**config.mk**
```make
export PLATFORM = sky130hd
export DESIGN_NAME = uart_tx_arbiter_flat
export DESIGN_NICKNAME = d
export VERILOG_FILES = /design/src/rtl/uart_tx_arbiter_if.sv /design/src/rtl/uart_tx_arbiter.sv /design/src/flat_wrapper.sv
export SDC_FILE = /design/constraint.sdc
export NUM_CORES = 1
export LEC_CHECK = 0
export ABC_AREA = 1
export ABC_CLOCK_PERIOD_IN_PS = 6100
export BUFFER_PORTS_ARGS = -buffer_cell sky130_fd_sc_hd__clkbuf_2
export CORE_UTILIZATION = 50
export CTS_CLUSTER_DIAMETER = 50
export DETAILED_ROUTE_END_ITERATION = 10
export PLACE_DENSITY = 0.87
export SLEW_MARGIN = 30
export SYNTH_ARGS = -nofsm -noshare
export SYNTH_HDL_FRONTEND = slang
export SYNTH_SLANG_ARGS = --single-unit
```
**constraint.sdc**
```tcl
create_clock -name clk -period 6.1 [get_ports clk]
set_input_delay 0.61 -clock clk [delete_from_list [all_inputs] [get_ports clk]]
set_output_delay 0.61 -clock clk [all_outputs]
set_load 0.03 [all_outputs]
```
**src/rtl/uart_tx_arbiter_if.sv**
```systemverilog
// Bundle of requester-side and transmitter-side signals around the shared UART TX arbiter.
interface uart_tx_arbiter_if #(
  parameter int NUM_REQ = 4
);
  logic [NUM_REQ-1:0]   req;
  logic [8*NUM_REQ-1:0] req_data;
  logic [2*NUM_REQ-1:0] req_parity;
  logic [1:0]           baud_cfg;
  logic [NUM_REQ-1:0]   ack;
  logic                 ack_err;
  logic                 busy;
  logic [2:0]           grant_id;
  logic                 tx_send;
  logic [7:0]           tx_data;
  logic [1:0]           tx_parity_type;
  logic [1:0]           tx_baud_rate;
  logic                 tx_active;
  logic                 tx_done;

  modport master (
    output req, req_data, req_parity, baud_cfg, tx_active, tx_done,
    input  ack, ack_err, busy, grant_id, tx_send, tx_data, tx_parity_type, tx_baud_rate
  );

  modport slave (
    input  req, req_data, req_parity, baud_cfg, tx_active, tx_done,
    output ack, ack_err, busy, grant_id, tx_send, tx_data, tx_parity_type, tx_baud_rate
  );
endinterface

```
**src/rtl/uart_tx_arbiter.sv**
```systemverilog
// Round-robin arbiter that time-shares one UART transmitter among NUM_REQ byte sources,
// sequencing each frame through the transmitter's active/done flags with a timeout abort.
module uart_tx_arbiter #(
  parameter int NUM_REQ = 4,
  parameter int TIMEOUT = 65535,
  parameter int TW      = 16
) (
  input  logic              clk,
  input  logic              rst,
  uart_tx_arbiter_if.slave  bus
);

  typedef enum logic [2:0] {
    S_IDLE, S_SEND, S_WAIT_ACT, S_WAIT_DONE, S_ACK, S_ABORT
  } state_e;

  state_e             state_q, state_d;
  logic [2:0]         ptr_q, ptr_d;
  logic [2:0]         grant_q, grant_d;
  logic [7:0]         data_q, data_d;
  logic [1:0]         par_q, par_d;
  logic [1:0]         baud_q, baud_d;
  logic [NUM_REQ-1:0] ack_q, ack_d;
  logic               ack_err_q, ack_err_d;
  logic               busy_q, busy_d;
  logic               send_q, send_d;
  logic [TW-1:0]      cnt_q, cnt_d;
  logic [1:0]         act_sync_q, done_sync_q;

  logic        act_s, done_s;
  logic [7:0]  req_pad;
  logic [63:0] data_pad;
  logic [15:0] par_pad;
  logic        found, hit, cnt_exp, ack_state;
  logic [2:0]  sel;
  logic [3:0]  cand, idx, ptr_inc;

  assign act_s    = act_sync_q[1];
  assign done_s   = done_sync_q[1];
  assign req_pad  = 8'(bus.req);
  assign data_pad = 64'(bus.req_data);
  assign par_pad  = 16'(bus.req_parity);
  assign cnt_exp  = (cnt_q == TW'(TIMEOUT));
  assign ptr_inc  = {1'b0, grant_q} + 4'd1;

  // First pending request at or after ptr, wrapping past NUM_REQ-1.
  always_comb begin
    found = 1'b0;
    hit   = 1'b0;
    sel   = 3'd0;
    cand  = 4'd0;
    idx   = 4'd0;
    for (int i = 0; i < NUM_REQ; i++) begin
      cand  = {1'b0, ptr_q} + 4'(i);
      idx   = (cand >= 4'(NUM_REQ)) ? (cand - 4'(NUM_REQ)) : cand;
      hit   = !found && req_pad[idx[2:0]];
      sel   = hit ? idx[2:0] : sel;
      found = found | hit;
    end
  end

  // Next-state and registered-output computation.
  always_comb begin
    state_d = state_q;
    ptr_d   = ptr_q;
    grant_d = grant_q;
    data_d  = data_q;
    par_d   = par_q;
    baud_d  = baud_q;
    cnt_d   = cnt_q;
    case (state_q)
      S_IDLE: begin
        baud_d = bus.baud_cfg;
        if (found) begin
          state_d = S_SEND;
          grant_d = sel;
          data_d  = data_pad[{sel, 3'b000} +: 8];
          par_d   = par_pad[{sel, 1'b0} +: 2];
        end else begin
          state_d = S_IDLE;
        end
      end
      S_SEND: begin
        cnt_d   = {TW{1'b0}};
        state_d = S_WAIT_ACT;
      end
      S_WAIT_ACT: begin
        if (act_s) begin
          cnt_d   = {TW{1'b0}};
          state_d = S_WAIT_DONE;
        end else if (cnt_exp) begin
          state_d = S_ABORT;
        end else begin
          cnt_d = cnt_q + TW'(1);
        end
      end
      // Reaching here implies active was already seen, so a lingering done is not mistaken for completion.
      S_WAIT_DONE: begin
        if (!act_s && done_s) begin
          state_d = S_ACK;
        end else if (cnt_exp) begin
          state_d = S_ABORT;
        end else begin
          cnt_d = cnt_q + TW'(1);
        end
      end
      S_ACK, S_ABORT: begin
        ptr_d   = (ptr_inc == 4'(NUM_REQ)) ? 3'd0 : ptr_inc[2:0];
        state_d = S_IDLE;
      end
      default: state_d = S_IDLE;
    endcase

    ack_state = (state_d == S_ACK) || (state_d == S_ABORT);
    busy_d    = (state_d != S_IDLE);
    send_d    = (state_d == S_SEND) || (state_d == S_WAIT_ACT);
    ack_err_d = (state_d == S_ABORT);
    ack_d     = {NUM_REQ{1'b0}};
    for (int i = 0; i < NUM_REQ; i++) begin
      ack_d[i] = ack_state && (grant_q == 3'(i));
    end
  end

  // Two-flop synchronisers for the baud-domain transmitter flags.
  always_ff @(posedge clk) begin
    if (rst) begin
      act_sync_q  <= 2'b00;
      done_sync_q <= 2'b00;
    end else begin
      act_sync_q  <= {act_sync_q[0], bus.tx_active};
      done_sync_q <= {done_sync_q[0], bus.tx_done};
    end
  end

  // State, pointer, latched frame and output registers.
  always_ff @(posedge clk) begin
    if (rst) begin
      state_q   <= S_IDLE;
      ptr_q     <= 3'd0;
      grant_q   <= 3'd0;
      data_q    <= 8'd0;
      par_q     <= 2'd0;
      baud_q    <= 2'd0;
      cnt_q     <= {TW{1'b0}};
      ack_q     <= {NUM_REQ{1'b0}};
      ack_err_q <= 1'b0;
      busy_q    <= 1'b0;
      send_q    <= 1'b0;
    end else begin
      state_q   <= state_d;
      ptr_q     <= ptr_d;
      grant_q   <= grant_d;
      data_q    <= data_d;
      par_q     <= par_d;
      baud_q    <= baud_d;
      cnt_q     <= cnt_d;
      ack_q     <= ack_d;
      ack_err_q <= ack_err_d;
      busy_q    <= busy_d;
      send_q    <= send_d;
    end
  end

  assign bus.ack            = ack_q;
  assign bus.ack_err        = ack_err_q;
  assign bus.busy           = busy_q;
  assign bus.grant_id       = grant_q;
  assign bus.tx_send        = send_q;
  assign bus.tx_data        = data_q;
  assign bus.tx_parity_type = par_q;
  assign bus.tx_baud_rate   = baud_q;

endmodule

```
**src/flat_wrapper.sv**
```systemverilog
// flat-port wrapper written by rule: the top's interface ports become plain ports
module uart_tx_arbiter_flat 
#(
  parameter int NUM_REQ = 4,
  parameter int TIMEOUT = 65535,
  parameter int TW      = 16
)
  (clk, rst, bus_req, bus_req_data, bus_req_parity, bus_baud_cfg, bus_tx_active, bus_tx_done, bus_ack, bus_ack_err, bus_busy, bus_grant_id, bus_tx_send, bus_tx_data, bus_tx_parity_type, bus_tx_baud_rate);
  uart_tx_arbiter_if #(.NUM_REQ(NUM_REQ)) bus_i ();
  input  logic clk;
  input  logic rst;
  input wire logic [$bits(bus_i.req)-1:0] bus_req;
  input wire logic [$bits(bus_i.req_data)-1:0] bus_req_data;
  input wire logic [$bits(bus_i.req_parity)-1:0] bus_req_parity;
  input wire logic [$bits(bus_i.baud_cfg)-1:0] bus_baud_cfg;
  input wire logic [$bits(bus_i.tx_active)-1:0] bus_tx_active;
  input wire logic [$bits(bus_i.tx_done)-1:0] bus_tx_done;
  output wire logic [$bits(bus_i.ack)-1:0] bus_ack;
  output wire logic [$bits(bus_i.ack_err)-1:0] bus_ack_err;
  output wire logic [$bits(bus_i.busy)-1:0] bus_busy;
  output wire logic [$bits(bus_i.grant_id)-1:0] bus_grant_id;
  output wire logic [$bits(bus_i.tx_send)-1:0] bus_tx_send;
  output wire logic [$bits(bus_i.tx_data)-1:0] bus_tx_data;
  output wire logic [$bits(bus_i.tx_parity_type)-1:0] bus_tx_parity_type;
  output wire logic [$bits(bus_i.tx_baud_rate)-1:0] bus_tx_baud_rate;
  assign bus_i.req = bus_req;
  assign bus_i.req_data = bus_req_data;
  assign bus_i.req_parity = bus_req_parity;
  assign bus_i.baud_cfg = bus_baud_cfg;
  assign bus_i.tx_active = bus_tx_active;
  assign bus_i.tx_done = bus_tx_done;
  assign bus_ack = bus_i.ack;
  assign bus_ack_err = bus_i.ack_err;
  assign bus_busy = bus_i.busy;
  assign bus_grant_id = bus_i.grant_id;
  assign bus_tx_send = bus_i.tx_send;
  assign bus_tx_data = bus_i.tx_data;
  assign bus_tx_parity_type = bus_i.tx_parity_type;
  assign bus_tx_baud_rate = bus_i.tx_baud_rate;
  uart_tx_arbiter #(.NUM_REQ(NUM_REQ), .TIMEOUT(TIMEOUT), .TW(TW)) u_core (.clk(clk), .rst(rst), .bus(bus_i));
endmodule
```
Word-level counts from Yosys, hierarchy flattened
Index checks and enable logic that the tools add are counted.

cells by class
  multiplexer cells = 26
  multipliers = 0
  bitwise operators = 3
  reductions and logical operators = 21
  shift-type cells = 2
  add/sub/neg operators = 9
  div/mod/pow operators = 0
  $lt $le $gt $ge = 8
  eq/ne operators = 15

operators with widths
  operator                                                    count
  variable part select 64 x 7 -> 8 bit                        1
  2-to-1 mux 16 bit                                           3
  case mux 16 bit (3 select lines)                            1
  2-to-1 mux 3 bit                                            12
  adder 16 x 1 -> 16 bit, second input constant               1
  == test 16 bit, second input constant                       1
  less-than comparator 3 x 4 -> 1 bit, second input constant  4
  variable part select 16 x 5 -> 2 bit                        1
  == test 3 x 2 -> 1 bit, second input constant               5
  binary-select mux 1 bit (select 3 bit)                      4
  == test 3 bit, second input constant                        4
  >= comparator 4 x 3 -> 1 bit, second input constant         3
  case mux 3 bit (4 select lines)                             1
  subtractor 3 bit, second input constant                     4
  == test 3 x 1 -> 1 bit, second input constant               3
  adder 3 x 1 -> 4 bit, second input constant                 2
  adder 3 x 2 -> 4 bit, second input constant                 2
  logical AND 1 bit                                           8
  logical NOT 3 bit                                           2
  nonzero test 3 bit                                          2
  2-to-1 mux 1 bit                                            5
  == test 4 x 3 -> 1 bit, second input constant               1
  logical NOT 1 bit                                           4
  AND reduction 2 bit                                         2
  other kinds (5)                                             8

storage, ports and cells
  register bits after elaboration = 48
  latch bits = 0
  word-level logic and storage cells = 97
  bits in read-only memories = 0
  input bits = 50
  RAM bits = 0
  memories kept = 0

Logic depth before layout (Yosys ltp)
  depth after elaboration = 18
  mapped depth = 17
  mapped depth without buffers = 16

Least setup slack after synthesis
OpenSTA, ideal clock, no wires.

  path kind = reg-to-reg
  from = register u_core.ptr_q[0]
  to = register u_core.data_q[0] (netlist: u_core.bus.tx_data[0])
  arrival = 1.952 ns
  setup slack = 4.034 ns
  path buffers = 1
  clock period less this slack = 2.066 ns
  cell stages (with the launch flop) = 14
  cells stage by stage = dfxtp_1 buf_6 inv_6 ha_1 inv_1 nand3_2 nand3_4 nand4_4 nand2_4 clkinv_1 nor2_1 nor2_1 nand2_1 nor2_1

on the way
  cells in the longest elaborated chain, start to end = 14

ends and longest elaborated chain
  item                                                                         line                                          RTL
  start, declared                                                              uart_tx_arbiter.sv:18                         logic [2:0] ptr_q, ptr_d;
  start signal, assigned                                                       uart_tx_arbiter.sv:151                        ptr_q <= ptr_d;
  adder 3 x 1 -> 4 bit, or another cell as far along                           uart_tx_arbiter.sv:54                         cand = {1'b0, ptr_q} + 4'(i);
  >= comparator 4 x 3 -> 1 bit, or another cell as far along                   uart_tx_arbiter.sv:55                         idx = (cand >= 4'(NUM_REQ)) ? (cand - 4'(NUM_REQ)) : cand;
  2-to-1 mux 3 bit or binary-select mux 1 bit (select 3 bit) (tied branches)   uart_tx_arbiter.sv:55, uart_tx_arbiter.sv:56
  binary-select mux 1 bit (select 3 bit) or 2-to-1 mux 1 bit (tied branches)   uart_tx_arbiter.sv:56                         hit = !found && req_pad[idx[2:0]];
  2-to-1 mux 1 bit (implied by the code) or logical NOT 1 bit (tied branches)  uart_tx_arbiter.sv:56
  logical AND 1 bit                                                            uart_tx_arbiter.sv:56
  bitwise OR 1 bit                                                             uart_tx_arbiter.sv:58                         found = found | hit;
  logical NOT 1 bit                                                            uart_tx_arbiter.sv:56
  logical AND 1 bit                                                            uart_tx_arbiter.sv:56
  bitwise OR 1 bit                                                             uart_tx_arbiter.sv:58
  logical NOT 1 bit                                                            uart_tx_arbiter.sv:56
  logical AND 1 bit                                                            uart_tx_arbiter.sv:56
  2-to-1 mux 3 bit or bitwise OR 1 bit (tied branches)                         uart_tx_arbiter.sv:57, uart_tx_arbiter.sv:58
  variable part select 64 x 7 -> 8 bit or AND reduction 2 bit (tied branches)  n/a
  end signal, assigned                                                         uart_tx_arbiter.sv:153                        data_q <= data_d;
  end, declared                                                                uart_tx_arbiter.sv:20                         logic [7:0] data_q, data_d;

Parallel ways exist; a longest one is shown, timed or not. The select of a mux whose other input is x is not followed.
A chain may end at the register's enable or synchronous reset.

Worst setup path after layout
  from = register u_core.ptr_q[0]
  to = register u_core.par_q[0] (netlist: u_core.bus.tx_parity_type[0])

on the way
  cells in the longest elaborated chain, start to end = 14

ends and longest elaborated chain
  item                                                                         line                                          RTL
  adder 3 x 1 -> 4 bit, or another cell as far along                           uart_tx_arbiter.sv:54
  >= comparator 4 x 3 -> 1 bit, or another cell as far along                   uart_tx_arbiter.sv:55
  2-to-1 mux 3 bit or binary-select mux 1 bit (select 3 bit) (tied branches)   uart_tx_arbiter.sv:55, uart_tx_arbiter.sv:56
  binary-select mux 1 bit (select 3 bit) or 2-to-1 mux 1 bit (tied branches)   uart_tx_arbiter.sv:56
  2-to-1 mux 1 bit (implied by the code) or logical NOT 1 bit (tied branches)  uart_tx_arbiter.sv:56
  logical AND 1 bit                                                            uart_tx_arbiter.sv:56
  bitwise OR 1 bit                                                             uart_tx_arbiter.sv:58
  logical NOT 1 bit                                                            uart_tx_arbiter.sv:56
  logical AND 1 bit                                                            uart_tx_arbiter.sv:56
  bitwise OR 1 bit                                                             uart_tx_arbiter.sv:58
  logical NOT 1 bit                                                            uart_tx_arbiter.sv:56
  logical AND 1 bit                                                            uart_tx_arbiter.sv:56
  2-to-1 mux 3 bit or bitwise OR 1 bit (tied branches)                         uart_tx_arbiter.sv:57, uart_tx_arbiter.sv:58
  variable part select 16 x 5 -> 2 bit or AND reduction 2 bit (tied branches)  n/a
  end signal, assigned                                                         uart_tx_arbiter.sv:154                        par_q <= par_d;
  end, declared                                                                uart_tx_arbiter.sv:21                         logic [1:0] par_q, par_d;

Parallel ways exist; a longest one is shown, timed or not. The select of a mux whose other input is x is not followed.

==> results.toml <==
[status]
status = "finished, final reports clean"

[sta]
fin_skew_ns = 0.00984
tightest_slew_ns = 0.548
fin_crit_ns = 2.69
setup_viol = 0
drv_slew = 0
period_share_pct = 44.1
finalSetupTns_ns = 0
slew_headroom_pct = 63.2
rsz0062_at_grt = "false"
finalHoldViolations = 0
max_freq_mhz = 372

[floorplan]
core_area_mm2 = 0.00554
die_y_um = 78.3
die_x_um = 78.3
ios = 72
dieArea_mm2 = 0.00612
start_util_pct = 52.5
row_count = 27

[clocking]
clock-sinks = 48
insertion_delay_ns = 0.31
numCtsBuffers = 5
cts_tree = "yes"
clk_root_buffer_cell = "clkbuf_8"
htreeDepth = 2
path_clk_slew_ns = 0.09
max-clock-path-buffers = 2
cts_hold_buf = 0
cts_setup_buffers = 0
cts.repair.resized = 0

[power_and_ir_drop]
switchingPower_uw = 471
combPwrFrac_pct = 41.7
internal-power_uw = 624
power_frac_clock_pct = 21.6
peakVddDrop_v = 0.000263
switching_share_pct = 43.0
power_density_mw_per_mm2 = 322
p_leak_uw = 0.00176
seq_power_share_pct = 36.7

[critical_path]
critPathLaunchType = "flop"
r2r_cells = 14
cp_top_family = "simple AND/OR/NAND/NOR gates"
r2r_setup_slack_ns = 3.41
cp-end-kind = "flop"
crit_fanout = 21
path_cells = "inv_6, ha_1, inv_1, nand3_2, nand3_4, a21oi_2, nand2_2, nand3_4, inv_2, nand2_1, nand3_1, nand3_1, nand2_1, inv_1"
path_class = "flop to flop"
cp_slowest_cell = "dfxtp_1"
rr_endpoint = "u_core.bus.tx_parity_type[0]"
max_stage_delay_ns = 0.58
worst-path-buf-inv = 4
r2r-start = "u_core.ptr_q[0]"
cp.depth = 14
worstPathRequired_ns = 6.30
worstPathArrival_ns = 2.89

[yosys]
yosys.area.top_type = "dfxtp_1"
ys_types = 37
synth_cells = 438
synth_area_mm2 = 0.00291
syn_nets = 496
synth_warnings = 0
yosysTopAreaCellShare_pct = 33.0
ys_top_cells_by_area = "dfxtp_1, nand2_1, inv_1"
seq_area_frac_synth_pct = 33.0
ys_ff_latch = 48
avgSynthCellArea_um2 = 6.64

[placed_design]
hpwl_um = 5210
portBuffers = 71
place.gp.congestion = 0.864
place_inst = 573

[run]
maxCapViolations = 0

[final_layout]
nNetsFinal = 566
diodes = 0
area_growth_syn_to_layout_pct = 17.0
final_cells = 581
final_cell_mix = "nand2_1, clkbuf_2, inv_1"
drive_gt1_share_pct = 22.6
fillerInstances = 515
final_common_cell = "nand2_1"

[routing]
drt_iter0_drc = 223
dr.pass1.iters = 4
vias_per_cell = 5.12
wire_per_inst_um = 11.6
drcViolationCount = 0
routed_wl_um = 6750
postRouteAntennaNets = 0
vias = 2973

[global_routing]
grt_first_pass_wirelength_um = 11700
gr-total-overflow = 0
track_usage_pct = 23.7
grt_pass1_vias = 2804
antenna_found_initial = 0
grt_max_degree = 22

[worst_hold_path]
min_from = "u_core.done_sync_q[0]"
holdPathEnd = "u_core.done_sync_q[1]"
hp-class = "flop to flop"
hold_depth = 2
-- cell usage after synthesis --
master	n
nand2_1	113
inv_1	69
dfxtp_1	48
nor2_1	46
nand3_1	38
o21ai_0	19
a21oi_1	15
nand4_1	13
nand2_2	12
nor3_1	9
ha_1	8
nand3_2	5
buf_6	4
inv_2	4
nand3_4	4
nor3b_1	3
a211oi_1	2
clkbuf_1	2
clkinv_1	2
nor2_4	2
nor4_1	2
o21ai_1	2
xor2_1	2
a21oi_2	1
a21oi_4	1
a221oi_1	1
a31oi_1	1
buf_2	1
buf_4	1
inv_4	1
inv_6	1
nand2_4	1
nand4_4	1
nor2_2	1
nor3_2	1
o21ai_2	1
o311ai_0	1
-- metal layers --
layer,track usage (%),vias to the layer above,share of wire [%]
met1,28.8,1313,45
met3,5.47,12,6.1
met5,0,-,0
li1,-,1534,-
met4,6.85,0,1.8
met2,41.6,114,48
-- worst max-delay path by stage --
stage                          startpoint                           end  slack (ns)
after CTS                 u_core.ptr_q[0]  u_core.bus.tx_parity_type[0]        3.43
after global placement    u_core.ptr_q[0]         u_core.bus.tx_data[0]        3.61
final                     u_core.ptr_q[0]  u_core.bus.tx_parity_type[0]        3.41
after global routing      u_core.ptr_q[0]  u_core.bus.tx_parity_type[0]        3.13
after floorplan           u_core.ptr_q[0]         u_core.bus.tx_data[0]        4.03
after detailed placement  u_core.ptr_q[0]  u_core.bus.tx_parity_type[0]        3.46
-- worst reg2reg max path, delay by kind of cell (launching register included) --
family                     cells  cell delay (ns)
and+or+nand+nor                8             0.97
adders and majority gates      1             0.39
AOI/OAI and AO/OA              1             0.07
buffers and inverters          4             0.56
DFF                            1             0.58
-- area by class of cell --
cell class	instances	area, um^2	share of cell area (%)
flip-flops and latches	48	961	28.2
clock inverters	3	46.3	1.36
inverters	77	297	8.71
clock buffers	5	68.8	2.02
multi-input cells	305	1590	46.6
well taps	72	90.1	2.65
repair buffers	71	355	10.4
-- power by group through the flow --
stage          logic, uW  registers [uW]  clock network, uW
2_1_floorplan        268             478                  0
3_3_place_gp         443             407                  0
3_5_place_dp         454             408                  0
4_1_cts              456             402                238
5_1_grt              507             408                250
6_report             456             402                237
-- per-stage QoR --
| step | hold slack (ns) | worst slack [ns] | util [%] | area (um^2) | total power (uW) |
|---|---|---|---|---|---|
| finish | 0.411 | 3.41 | 61.4 | 3400 | 1090 |
| floorplan | 0.388 | 4.03 | - | 2910 | 746 |
| CTS | 0.413 | 3.43 | 61.4 | 3400 | 1100 |
| detailed placement | 0.400 | 3.46 | 59.3 | 3290 | 862 |
| global placement | 0.392 | 3.61 | 59.3 | 3290 | 850 |
| global route | 0.420 | 3.13 | 61.4 | 3400 | 1170 |
-- cells by family after synthesis --
family	share of synthesized area, %
fa+ha+maj	3.44
simple gates	41.8
compound gates	8.69
xor+xnor	0.603
flops	33.0
buf+inv	12.4
-- flip-flops by register name, summed over array words and instances (netlist names) --
register and cells:
u_core.bus.tx_baud_rate 2, u_core.cnt_q 16, u_core.bus.ack 4, u_core.ptr_q 3, u_core.done_sync_q 2, u_core.state_q 3, u_core.bus.tx_data 8, u_core.act_sync_q 2
u_core.bus.tx_parity_type 2, u_core.bus.tx_send 1, u_core.bus.ack_err 1, u_core.bus.grant_id 3, u_core.bus.busy 1
Power figures use the tool's default switching activity.
